## src/rtl/tdm_demux_1to4_pkg.sv

```systemverilog
// ============================================================================
// Module : tdm_demux_1to4_pkg
// Brief  : Shared state encodings and slot constants for the 4-slot TDM receiver.
// Rev    : 1.0  initial release
// ============================================================================
`default_nettype none

package tdm_demux_1to4_pkg;

    typedef enum logic {
        ST_HUNT   = 1'b0,
        ST_LOCKED = 1'b1
    } state_t;

    localparam logic [1:0] SLOT_LAST = 2'd3;

endpackage

`default_nettype wire

```

## src/rtl/tdm_demux_1to4_slot_counter.sv

```systemverilog
// ============================================================================
// Module : tdm_slot_counter
// Brief  : 2-bit wrapping slot counter with synchronous clear, load-to-1 and enable.
// Rev    : 1.0  initial release
// ============================================================================
`default_nettype none

module tdm_slot_counter
    import tdm_demux_1to4_pkg::*;
(
    input  logic       clk,
    input  logic       rst_n,
    input  logic       clr,
    input  logic       load1,
    input  logic       en,
    output logic [1:0] slot
);

    logic [1:0] r_slot;

    // Priority: reset, clear, load-to-1, then increment.
    always_ff @(posedge clk) begin
        if (!rst_n) begin
            r_slot <= 2'd0;
        end else if (clr) begin
            r_slot <= 2'd0;
        end else if (load1) begin
            r_slot <= 2'd1;
        end else if (en) begin
            r_slot <= (r_slot == SLOT_LAST) ? 2'd0 : r_slot + 2'd1;
        end
    end

    assign slot = r_slot;

endmodule

`default_nettype wire

```

## src/rtl/tdm_demux_1to4.sv

```systemverilog
// ============================================================================
// Module : tdm_demux_1to4
// Brief  : Registered 1-to-4 TDM demultiplexer with frame alignment tracking.
// Rev    : 1.0  initial release
// ============================================================================
`default_nettype none

module tdm_demux_1to4
    import tdm_demux_1to4_pkg::*;
#(
    parameter int WIDTH = 1
) (
    input  logic             clk,
    input  logic             rst_n,
    input  logic [WIDTH-1:0] in,
    input  logic             in_valid,
    input  logic             frame,
    output logic [WIDTH-1:0] o0,
    output logic [WIDTH-1:0] o1,
    output logic [WIDTH-1:0] o2,
    output logic [WIDTH-1:0] o3,
    output logic             out_valid,
    output logic             s1,
    output logic             s0,
    output logic             locked,
    output logic             frame_err
);

    state_t           r_state;
    logic [1:0]       w_slot;
    logic             w_clr;
    logic             w_load1;
    logic             w_en;
    // The slot-3 beat goes straight to o3, so only slots 0..2 need a shadow.
    logic [WIDTH-1:0] r_sh0;
    logic [WIDTH-1:0] r_sh1;
    logic [WIDTH-1:0] r_sh2;
    logic [WIDTH-1:0] r_o0;
    logic [WIDTH-1:0] r_o1;
    logic [WIDTH-1:0] r_o2;
    logic [WIDTH-1:0] r_o3;
    logic             r_out_valid;
    logic             r_frame_err;

    always_comb begin
        w_clr   = 1'b0;
        w_load1 = 1'b0;
        w_en    = 1'b0;
        if (in_valid) begin
            if (frame) begin
                w_load1 = 1'b1;
            end else if (r_state == ST_LOCKED) begin
                if (w_slot == 2'd0) begin
                    w_clr = 1'b1;
                end else begin
                    w_en = 1'b1;
                end
            end
        end
    end

    tdm_slot_counter u_slot_counter (
        .clk   (clk),
        .rst_n (rst_n),
        .clr   (w_clr),
        .load1 (w_load1),
        .en    (w_en),
        .slot  (w_slot)
    );

    always_ff @(posedge clk) begin
        if (!rst_n) begin
            r_state     <= ST_HUNT;
            r_sh0       <= '0;
            r_sh1       <= '0;
            r_sh2       <= '0;
            r_o0        <= '0;
            r_o1        <= '0;
            r_o2        <= '0;
            r_o3        <= '0;
            r_out_valid <= 1'b0;
            r_frame_err <= 1'b0;
        end else begin
            r_out_valid <= 1'b0;
            r_frame_err <= 1'b0;
            if (in_valid) begin
                case (r_state)
                    ST_HUNT: begin
                        if (frame) begin
                            r_sh0   <= in;
                            r_state <= ST_LOCKED;
                        end
                    end
                    ST_LOCKED: begin
                        if (frame) begin
                            // Marker mid-frame: drop the partial frame and restart.
                            if (w_slot != 2'd0) begin
                                r_frame_err <= 1'b1;
                            end
                            r_sh0 <= in;
                        end else if (w_slot == 2'd0) begin
                            r_frame_err <= 1'b1;
                            r_state     <= ST_HUNT;
                        end else begin
                            case (w_slot)
                                2'd1:      r_sh1 <= in;
                                2'd2:      r_sh2 <= in;
                                SLOT_LAST: begin
                                    r_o0        <= r_sh0;
                                    r_o1        <= r_sh1;
                                    r_o2        <= r_sh2;
                                    r_o3        <= in;
                                    r_out_valid <= 1'b1;
                                end
                                default: ;
                            endcase
                        end
                    end
                    default: r_state <= ST_HUNT;
                endcase
            end
        end
    end

    assign o0        = r_o0;
    assign o1        = r_o1;
    assign o2        = r_o2;
    assign o3        = r_o3;
    assign out_valid = r_out_valid;
    assign frame_err = r_frame_err;
    assign s1        = w_slot[1];
    assign s0        = w_slot[0];
    assign locked    = (r_state == ST_LOCKED);

endmodule

`default_nettype wire
```

## config.mk

```make
export PLATFORM = sky130hd
export DESIGN_NAME = tdm_demux_1to4
export DESIGN_NICKNAME = d
export VERILOG_FILES = /design/src/rtl/tdm_demux_1to4_pkg.sv /design/src/rtl/tdm_demux_1to4_slot_counter.sv /design/src/rtl/tdm_demux_1to4.sv
export SDC_FILE = /design/constraint.sdc
export NUM_CORES = 1
export LEC_CHECK = 0
export CAP_MARGIN = 20
export CORE_AREA = 3 3 40 42
export CTS_BUF_LIST = sky130_fd_sc_hd__clkbuf_16
export DETAILED_ROUTE_END_ITERATION = 10
export DIE_AREA = 0 0 43 45
export PLACE_DENSITY = 0.71
export SYNTH_ARGS = -nofsm -noshare
export SYNTH_HDL_FRONTEND = slang
export SYNTH_SLANG_ARGS = --single-unit
```

## constraint.sdc

```tcl
create_clock -name clk -period 1.5 [get_ports clk]
set_input_delay 0.225 -clock clk [delete_from_list [all_inputs] [get_ports clk]]
set_output_delay 0.225 -clock clk [all_outputs]
set_load 0.02 [all_outputs]
```

==> results.toml <==
[grt]
grt.overflow.total = 0
grt_pass1_wl_um = 1849
antenna_found_initial = 0
track_usage_pct = 13.03
grt_pass1_vias = 422
grt_start_max_net_pins = 15

[clock_network]
clockBufferDepth = 2
hold_buffers = 0
post_cts_resized = 2
cts_inserted_buffers = 3
cts-root-buf = "clkbuf_16"
cts_tree = "done"
clk_latency_ps = 230
cts_sinks = 12
htreeDepth = 1
cts.reportedPaths.clkPinSlew_ps = 40
cts_setup_buffers = 0

[power]
power.total_uw = 870.1
leakage_uw = 0.0003895
p_switching_uw = 161.0
peakVddDrop_mv = 0.5937
clkPwrFrac_pct = 53.3
power_density_mw_per_mm2 = 1044
swShare_pct = 18.51
internal_power_uw = 709.1
pwr-share-seq_pct = 38.0
combPwrFrac_pct = 8.7

[placed_design]
placed_cell_area_um2 = 759.5
gp_congestion = 0.8076
io_buffers = 13
hpwl_um = 815

[route]
vias_per_cell = 4.897
antenna_left = 0
drc_errors = 0
first_iter_violations = 5
routed_wl_um = 1094
first_pass_iters = 4
vias = 475
wl_per_cell_um = 11.28

[final_layout]
nNetsFinal = 94
design_area_um2 = 833.3
drive_gt1_share_pct = 14.63
final_cell_mix = "16 x nand2_1, 11 x dfxtp_1, 11 x clkdlybuf4s50_1"
final_common_cell = "nand2_1"
syn_to_final_growth_pct = 42.61
diodes = 0

[sta]
setup_tns_ps = 0
worstMarginPinSlew_ps = 423.6
report.final.slew_viol_count = 0
whs_ps = 457.7
final.setup_skew_ps = 2.922
layout_min_cycle_time_ps = 1401
fmax_ghz = 0.7137
hold_violations = 0
setup_violations = 0
period_share_pct = 93.41
grt_setup_unrepaired = "no"
maxSlewHeadroom_pct = 71.67

[die]
num_rows = 13
die_x_um = 43
die_h_um = 45
fp.dieArea_mm2 = 0.001935
start_util_pct = 45.47
ios = 14
core_area_mm2 = 0.001285

[yosys]
yosysUniqueCellTypes = 19
syn_inst = 63
yosysSeqAreaShare_pct = 41.11
syn-num-nets = 73
synth_seq_cells = 12
yosysWarnings = 0
synth_area_per_cell_um2 = 9.275
syn_area_um2 = 584.3

[critical_path]
cp_top_family = "buffers and inverters"
crit_path_end_kind = "primary output"
worstSetupPathType = "flip-flop to primary output"
slowest_delay_ps = 610
critPathRequiredTime_ps = 1270
start_kind = "flip-flop"
critPathBufInv = 1
crit_arrival_ps = 1180
crit_chain = "clkdlybuf4s50_1"
slowest_stage = "clkdlybuf4s50_1"
crit_fanout = 2

[job]
drv_cap = 0

[min_path]
hold_path.class = "flip-flop to flip-flop"

[status]
status = "complete, no violations"
==> synthesized netlist by cell type, drive strengths merged <==
master	instances	share of area, %
a21boi	2	2.6
a21oi	2	1.7
and3	1	1.1
and4bb	2	4.3
buf	1	1.3
clkbuf	1	0.64
dfxtp	12	41
ha	5	11
inv	3	1.9
mux2i	7	12
nand2	17	12
nand3	2	1.7
nand3b	1	1.3
nand4b	1	1.5
nor2	2	1.3
nor4b	1	1.5
o21ai	2	1.7
xnor2	1	1.5
==> cell families after synthesis <==
kind of cell             synth area share (%)
buffers and inverters                   3.854
AO/OA/AOI/OAI                           5.995
adder cells (fa/ha/maj)                 10.71
XOR/XNOR                                1.499
AND/OR/NAND/NOR                         24.84
flip-flops                              41.11
multiplexers                            11.99
==> cell type report <==
cell class                 count  area, µm²
timing repair buffer          18      165.2
tap                           15      18.77
inverter                       3      11.26
fill                         115      451.7
multi-input combinational     46      321.6
clock buffer                   3      75.07
sequential                    12      241.5
==> path summary, 6_finish.rpt <==
path / from / end / slack, ps / cells after the start
setup / recovery: locked / locked / 100 / 1
hold / removal: o3 / o3 / 460 / 2
setup reg to reg: u_slot_counter.slot[0] / u_slot_counter.slot[1] / 150 / 5
hold reg to reg: o3 / o3 / 460 / 2
==> sequential cells by signal, summed over array words and instances (netlist names) <==
signal               count
u_slot_counter.slot      2
frame_err                1
locked                   1
o0                       1
o1                       1
o2                       1
o3                       1
out_valid                1
r_sh0                    1
r_sh1                    1
r_sh2                    1
==> power groups by stage <==
stage          sequential, µW  combinational [µW]  clock [µW]
2_1_floorplan             342                33.5           0
3_3_place_gp              335                77.2           0
3_5_place_dp              335                76.9           0
4_1_cts                   330                75.8         482
5_1_grt                   331                83.8         499
6_report                  331                76.0         464
==> routing by layer <==
metal	vias up	GRT usage [%]	wire, µm
li1	257	-	-
met1	209	16.55	541
met2	7	19.76	494
met3	2	3.984	46
met4	0	7.229	12
met5	-	0	0
==> stage by stage <==
stage	std cells	util, %	setup slack (ps)
5_1_grt	97	64.85	58.11
3_3_place_gp	94	59.10	103.3
3_5_place_dp	94	59.10	94.20
4_1_cts	97	64.75	85.48
2_1_floorplan	63	-	16.39
6_report	97	64.85	98.84
Power figures use the tool's default switching activity.
